`config.mk`:
```
export PLATFORM = sky130hd
export DESIGN_NAME = dkong_ram_arb
export DESIGN_NICKNAME = d
export VERILOG_FILES = /design/src/rtl/dkong_ram_arb_pkg.sv /design/src/rtl/dkong_ram_arb_pick.sv /design/src/rtl/dkong_ram_arb.sv
export SDC_FILE = /design/constraint.sdc
export NUM_CORES = 1
export LEC_CHECK = 0
export ABC_AREA = 0
export BUFFER_PORTS_ARGS = -buffer_cell sky130_fd_sc_hd__buf_2
export CAP_MARGIN = 5
export CORE_MARGIN = 5
export CORE_UTILIZATION = 25
export DETAILED_ROUTE_END_ITERATION = 12
export PLACE_DENSITY_LB_ADDON = 0.2
export REMOVE_ABC_BUFFERS = 1
export SETUP_SLACK_MARGIN = 0.2
export SYNTH_ARGS = -nofsm -noshare
export SYNTH_HDL_FRONTEND = slang
export SYNTH_SLANG_ARGS = --single-unit
```
`constraint.sdc`:
```
create_clock -name I_CLK -period 2.05 [get_ports I_CLK]
set_clock_uncertainty 0.15 [all_clocks]
set_input_delay 0.3075 -clock I_CLK [delete_from_list [all_inputs] [get_ports I_CLK]]
set_output_delay 0.3075 -clock I_CLK [all_outputs]
set_load 0.03 [all_outputs]
```
`src/rtl/dkong_ram_arb_pkg.sv`:
```
// dkong_ram_arb_pkg: shared FSM state, requester indices and grant type for the work-RAM arbiter
package dkong_ram_arb_pkg;
  typedef enum logic [1:0] {IDLE, ISSUE, WAITQ} state_t;
  localparam int REQ_DMA = 0;
  localparam int REQ_CPU = 1;
  localparam int REQ_HS  = 2;
  typedef logic [2:0] grant_t;
endpackage

```
`src/rtl/dkong_ram_arb_pick.sv`:
```
// dkong_ram_arb_pick: one-hot winner select, DMA > CPU > HS, or DMA > HS > CPU when promote is set
module dkong_ram_arb_pick
  import dkong_ram_arb_pkg::*;
(
  input  grant_t req,
  input  logic   promote,
  output grant_t grant
);
  localparam grant_t G_DMA = grant_t'(1 << REQ_DMA);
  localparam grant_t G_CPU = grant_t'(1 << REQ_CPU);
  localparam grant_t G_HS  = grant_t'(1 << REQ_HS);
  always_comb begin
    grant = req[REQ_DMA]              ? G_DMA :
            (promote && req[REQ_HS])  ? G_HS  :
            req[REQ_CPU]              ? G_CPU :
            req[REQ_HS]               ? G_HS  : '0;
  end
endmodule

```
`src/rtl/dkong_ram_arb.sv`:
```
// dkong_ram_arb: single-port work-RAM arbiter/sequencer for DMA, CPU and hiscore requesters.
// Define DKONG_RAM_ARB_STARVE_EN to promote HS above CPU after HS_MAX_WAIT CPU grants.
module dkong_ram_arb
  import dkong_ram_arb_pkg::*;
#(
  parameter int AW          = 10,
  parameter int DW          = 8,
  parameter int HS_MAX_WAIT = 4
) (
  input  logic          I_CLK,
  input  logic          I_RST,
  input  logic          I_DMA_REQ,
  input  logic [AW-1:0] I_DMA_A,
  output logic          O_DMA_ACK,
  input  logic          I_CPU_REQ,
  input  logic          I_CPU_WE,
  input  logic [AW-1:0] I_CPU_A,
  input  logic [DW-1:0] I_CPU_D,
  output logic          O_CPU_ACK,
  output logic          O_CPU_WAITn,
  input  logic          I_HS_REQ,
  input  logic          I_HS_WE,
  input  logic [AW-1:0] I_HS_A,
  input  logic [DW-1:0] I_HS_D,
  output logic          O_HS_ACK,
  output logic [DW-1:0] O_RD_D,
  output logic [AW-1:0] O_RAM_A,
  output logic          O_RAM_CE,
  output logic          O_RAM_WE,
  output logic [DW-1:0] O_RAM_D,
  input  logic [DW-1:0] I_RAM_Q
);
  state_t state, state_nx;
  grant_t gnt, pick, req_m, ack;
  logic   promote, we_r, grant_now;
  // the requester being acked this cycle is masked so a held REQ cannot be granted twice
  assign req_m = {I_HS_REQ & ~ack[REQ_HS], I_CPU_REQ & ~ack[REQ_CPU], I_DMA_REQ & ~ack[REQ_DMA]};
  dkong_ram_arb_pick u_pick (.req(req_m), .promote(promote), .grant(pick));
  assign grant_now = (state == IDLE) && (|pick);
  always_comb begin
    state_nx = (state == IDLE)  ? (grant_now ? ISSUE : IDLE) :
               (state == ISSUE) ? WAITQ : IDLE;
  end
  always_ff @(posedge I_CLK or posedge I_RST) begin
    if (I_RST) begin
      state   <= IDLE;
      gnt     <= '0;
      ack     <= '0;
      we_r    <= 1'b0;
      O_RAM_A <= '0;
      O_RAM_D <= '0;
      O_RD_D  <= '0;
    end else begin
      state <= state_nx;
      ack   <= (state == WAITQ) ? gnt : '0;
      if (state == WAITQ && !we_r) O_RD_D <= I_RAM_Q;
      if (grant_now) begin
        gnt     <= pick;
        we_r    <= pick[REQ_CPU] ? I_CPU_WE : pick[REQ_HS] ? I_HS_WE : 1'b0;
        O_RAM_A <= pick[REQ_DMA] ? I_DMA_A : pick[REQ_CPU] ? I_CPU_A : I_HS_A;
        O_RAM_D <= pick[REQ_CPU] ? I_CPU_D : pick[REQ_HS] ? I_HS_D : '0;
      end
    end
  end
`ifdef DKONG_RAM_ARB_STARVE_EN
  localparam logic [3:0] HS_MAX = 4'(HS_MAX_WAIT);
  logic [3:0] hs_skip;
  always_ff @(posedge I_CLK or posedge I_RST) begin
    if (I_RST) hs_skip <= '0;
    else if (grant_now && pick[REQ_HS]) hs_skip <= '0;
    else if (grant_now && pick[REQ_CPU] && I_HS_REQ && hs_skip != HS_MAX) hs_skip <= hs_skip + 4'd1;
  end
  assign promote = (hs_skip == HS_MAX);
`else
  assign promote = 1'b0;
`endif
  assign O_RAM_CE    = (state == ISSUE);
  assign O_RAM_WE    = O_RAM_CE & we_r;
  assign O_DMA_ACK   = ack[REQ_DMA];
  assign O_CPU_ACK   = ack[REQ_CPU];
  assign O_HS_ACK    = ack[REQ_HS];
  assign O_CPU_WAITn = ~I_CPU_REQ | O_CPU_ACK;
endmodule
```
==> impl_summary.md <==
Critical path
The source of the worst register-to-register timing path is ack[1]. The critical path's largest stage delay is ~0.45 ns. The kind of start point of the critical path is a register. The setup path with the least slack is of type reg -> out. For the worst setup path, the data required time is 1.59 ns. The logic depth of the worst register-to-register path is 7. The signal on the critical path passes through nor2b_2 > and2_1 > buf_2. For this design, the slowest cell found on the critical path is sky130_fd_sc_hd__dfrtp_2.

In this run the critical register-to-register path is captured at O_RAM_A[4]. The setup slack of the most critical reg-to-reg path is around 0.35 ns. Of all nets on the critical path, the largest fanout is 6. STA classifies the critical path endpoint as an output port. The data arrival time at the worst-slack endpoint is around 1.3 ns.

Timing
The post-route fraction of the period consumed by the critical path is 83.3%. The top achievable clock speed is 0.586 GHz. The final count of hold timing violations is 0. At the pin with the least slew margin, the transition time is between 0.5 and 0.6 ns.

The tightest hold path in the finished design has a slack of between 0.1 and 0.15 ns. The minimum clock period is ~1.7 ns. The max-slew headroom at the worst pin is between 60% and 70%. Setup violations remaining at the end of the flow were counted as 0. The count of final max-slew check failures is 0. Setup repair after global routing left no endpoint under its margin.

Clock network
Clock latency on the worst-skew pair, taken at its later pin, is approximately 0.28 ns. The clock passes through at most 2 buffers. CTS saw 35 sinks. TritonCTS built the clock tree. Clock tree synthesis selected as its root buffer the cell sky130_fd_sc_hd__clkbuf_8. The clock slew seen by the registers of the worst setup and hold paths is 0.07 ns. In this run, CTS created clock tree buffers numbering 5. The clock tree synthesis step divided the H-tree into 2 levels.

Layout
Leaving out filler cells and counting taps, the final layout contains approximately 330. The net count of the finished layout is just over 300. The area growth from synthesis to layout is 43.4%.

The layout has 671 filler cells. The share of final-layout standard cells stronger than drive strength 1 is just over 50%. The number of diodes is 0.

Job
The tool flagged a number of max-cap violations equal to 0.

GRT
The maximum number of pins on one net before global-route repair is 36. The global-route wire length before repair is a little over 7000 um. Global routing used 11.8% of the available tracks.

After global routing the overflow that remains totals 0. The initial antenna violation count was 0. The number of global-route vias before repair is 1521.

Logic synthesis
The number of warning messages in the yosys log is 0. The number of different library cells in the post-synthesis netlist is 24. The sequential cell area fraction in the yosys report is 55.3%.

In this run, synthesis produced a sequential element count of 35. In the synthesized netlist, the number of instances is about 140. The average instance in the mapped netlist occupies 11.0 um^2. The post-synthesis instance area is roughly 1600 um^2.

Floorplanning
The width of the chip is approximately 90 um. The die span in y is around 90 um. The initialized floorplan defines 29 standard-cell rows. The initial utilization of the core area, before any placement, comes to about a quarter. The floorplan core area is 6240 um^2. 93 I/O pins were placed.

The die covers about 8000 um^2.

Place
During placement, the flow inserted port buffers numbering between 90 and 100. Once detailed placement completed, the half-perimeter wirelength came to around 3500 um. At the end of routability-driven placement, the weighted congestion stood at roughly 0.77. The placed instance count is 313.

Detailed routing
The routed layout has around 1500 vias. The number of nets still failing antenna checks after routing is 0. The total routed wirelength is about 4700 um.

For this run, design rule violations remaining after detail routing come to 0. The first TritonRoute pass finished after 4 iterations. Using the TritonRoute via totals, the vias-per-cell ratio works out to around 4.6. In the final routed layout, each cell accounts on average for around 14 um. The violation count after the first detailed-routing iteration is 92.

Pwr
The worst-case IR drop observed on VDD is around 550 uV. In this run the static leakage power is around 0.0011 uW. Power spread over the standard cell area amounts to 1600 nW/um^2.

Worst hold path
The endpoint with the worst hold slack is O_RD_D[6]. The startpoint of the most critical hold path is I_RAM_Q[6]. In this run the worst hold path is classified as in -> reg.

The instance count along the most critical hold path is 2.

Run status
The flow ran to the end, and the final reports show no timing, DRC or antenna violations.
stage by stage:
stage / instance area (um^2) / power, uW / setup TNS [ns] / worst slack (ns) / util, %
global placement: 2140 / 3110 / 0 / 0.0909 / 34.3
finish: 2270 / 3630 / 0 / 0.343 / 36.4
CTS: 2250 / 3690 / 0 / 0.251 / 36.1
global route: 2270 / 3910 / 0 / 0.225 / 36.4
detailed placement: 2140 / 3130 / 0 / 0.0564 / 34.3
floorplan: 1530 / 2490 / -2.29 / -0.304 / -
synth_stat cells (all sizes together):
cell    instances  area (um^2)
o32a            1         10.0
nor3            2         15.0
a311oi          1         26.3
nor2           22         85.1
a31oi          10         62.6
dfrtp          35          876
buf             7         52.5
nor2b           5         38.8
mux2           12          135
o21ai           8         40.0
nand2           7         26.3
inv             3         11.3
a22oi          16          120
nand2b          2         15.0
a21oi           9         45.0
and2            4         25.0
cell usage in the layout, fill, tap and decap left out:
cell type / count
sky130_fd_sc_hd__clkbuf_1: 2
sky130_fd_sc_hd__nand2b_1: 1
sky130_fd_sc_hd__buf_2: 92
sky130_fd_sc_hd__buf_4: 10
sky130_fd_sc_hd__nor2_1: 21
sky130_fd_sc_hd__a311oi_4: 1
sky130_fd_sc_hd__and2_1: 4
sky130_fd_sc_hd__clkinv_2: 1
sky130_fd_sc_hd__nor2b_2: 2
sky130_fd_sc_hd__inv_2: 1
sky130_fd_sc_hd__dfrtp_2: 1
sky130_fd_sc_hd__inv_1: 2
sky130_fd_sc_hd__a31oi_1: 10
sky130_fd_sc_hd__mux2_2: 10
sky130_fd_sc_hd__dfrtp_1: 34
sky130_fd_sc_hd__nor3_1: 1
sky130_fd_sc_hd__nor2b_1: 2
sky130_fd_sc_hd__nor2b_4: 1
sky130_fd_sc_hd__dlygate4sd3_1: 1
sky130_fd_sc_hd__o32a_1: 1
sky130_fd_sc_hd__a22oi_1: 16
sky130_fd_sc_hd__nand2_1: 7
sky130_fd_sc_hd__a21oi_1: 9
sky130_fd_sc_hd__clkbuf_8: 5
sky130_fd_sc_hd__nor3_2: 1
sky130_fd_sc_hd__mux2_1: 2
sky130_fd_sc_hd__nor2_4: 1
sky130_fd_sc_hd__nand2b_4: 1
sky130_fd_sc_hd__o21ai_0: 8
metal layers:
metal / vias to the layer above / wire, um / GRT usage, %
met5: - / 0 / 0
met4: 0 / 66 / 3.38
met3: 6 / 357 / 3.47
met2: 49 / 2270 / 19.7
met1: 706 / 1990 / 14.8
li1: 719 / - / -
state kept, by name, indices dropped and copies added (netlist names):
register  cells
O_RAM_A      10
O_RAM_D       8
O_RD_D        8
ack           3
gnt           3
state         2
we_r          1
timing repair:
| item | 4_1_cts | 5_1_grt |
|---|---|---|
| pin swaps | 1 | 0 |
| buffers inserted | 2 | 1 |
| endpoints found under the setup margin | 22 | 8 |
| gates resized for setup | 2 | 3 |
| hold buffers | 1 | 0 |
| hold endpoints to repair | 35 | 0 |
cells by family (layout without fill, tap and decap cells):
kind of cell,count (synthesis),after routing,share of synthesized area (%)
AOI/OAI and AO/OA,45,45,19.2
and+or+nand+nor,42,42,13.0
DFF,35,35,55.3
muxes,12,12,8.53
buffers and inverters,10,114,4.03
critical path, delay by kind of cell, from the launching register on:
family / cells / cell delay (ns)
flops: 1 / 0.45
simple gates: 2 / 0.34
buf+inv: 1 / 0.17
power breakdown:
| part | switching, uW | total (uW) | internal [uW] | leakage, uW |
|---|---|---|---|---|
| clock network | 244 | 482 | 239 | 0.0000422 |
| registers | 201 | 1240 | 1040 | 0.000418 |
| logic | 1210 | 1910 | 695 | 0.000645 |
worst max path at each step:
| stage | startpoint | endpoint | slack (ns) | cells after the start |
|---|---|---|---|---|
| 3_3_place_gp | I_CPU_REQ | O_RAM_A[3] | 0.09 | 7 |
| 5_1_grt | ack[1] | O_RAM_D[5] | 0.23 | 7 |
| 2_1_floorplan | ack[1] | O_RAM_A[2] | -0.30 | 4 |
| 4_1_cts | state[0] | O_RAM_WE | 0.25 | 3 |
| 3_5_place_dp | I_CPU_REQ | O_RAM_D[3] | 0.06 | 6 |
| 6_report | state[0] | O_RAM_WE | 0.34 | 3 |
final cells by class:
| cell class | count | area (um^2) | area share [%] |
|---|---|---|---|
| sequential | 35 | 877 | 38.6 |
| multi-input combinational | 99 | 659 | 29.0 |
| timing repair buffer | 103 | 546 | 24.0 |
| tap | 77 | 96.3 | 4.24 |
| clock buffer | 7 | 76.3 | 3.36 |
| inverter | 3 | 11.3 | 0.496 |
| clock inverter | 1 | 5.00 | 0.220 |
No activity file was read; power rests on OpenSTA's default activity.
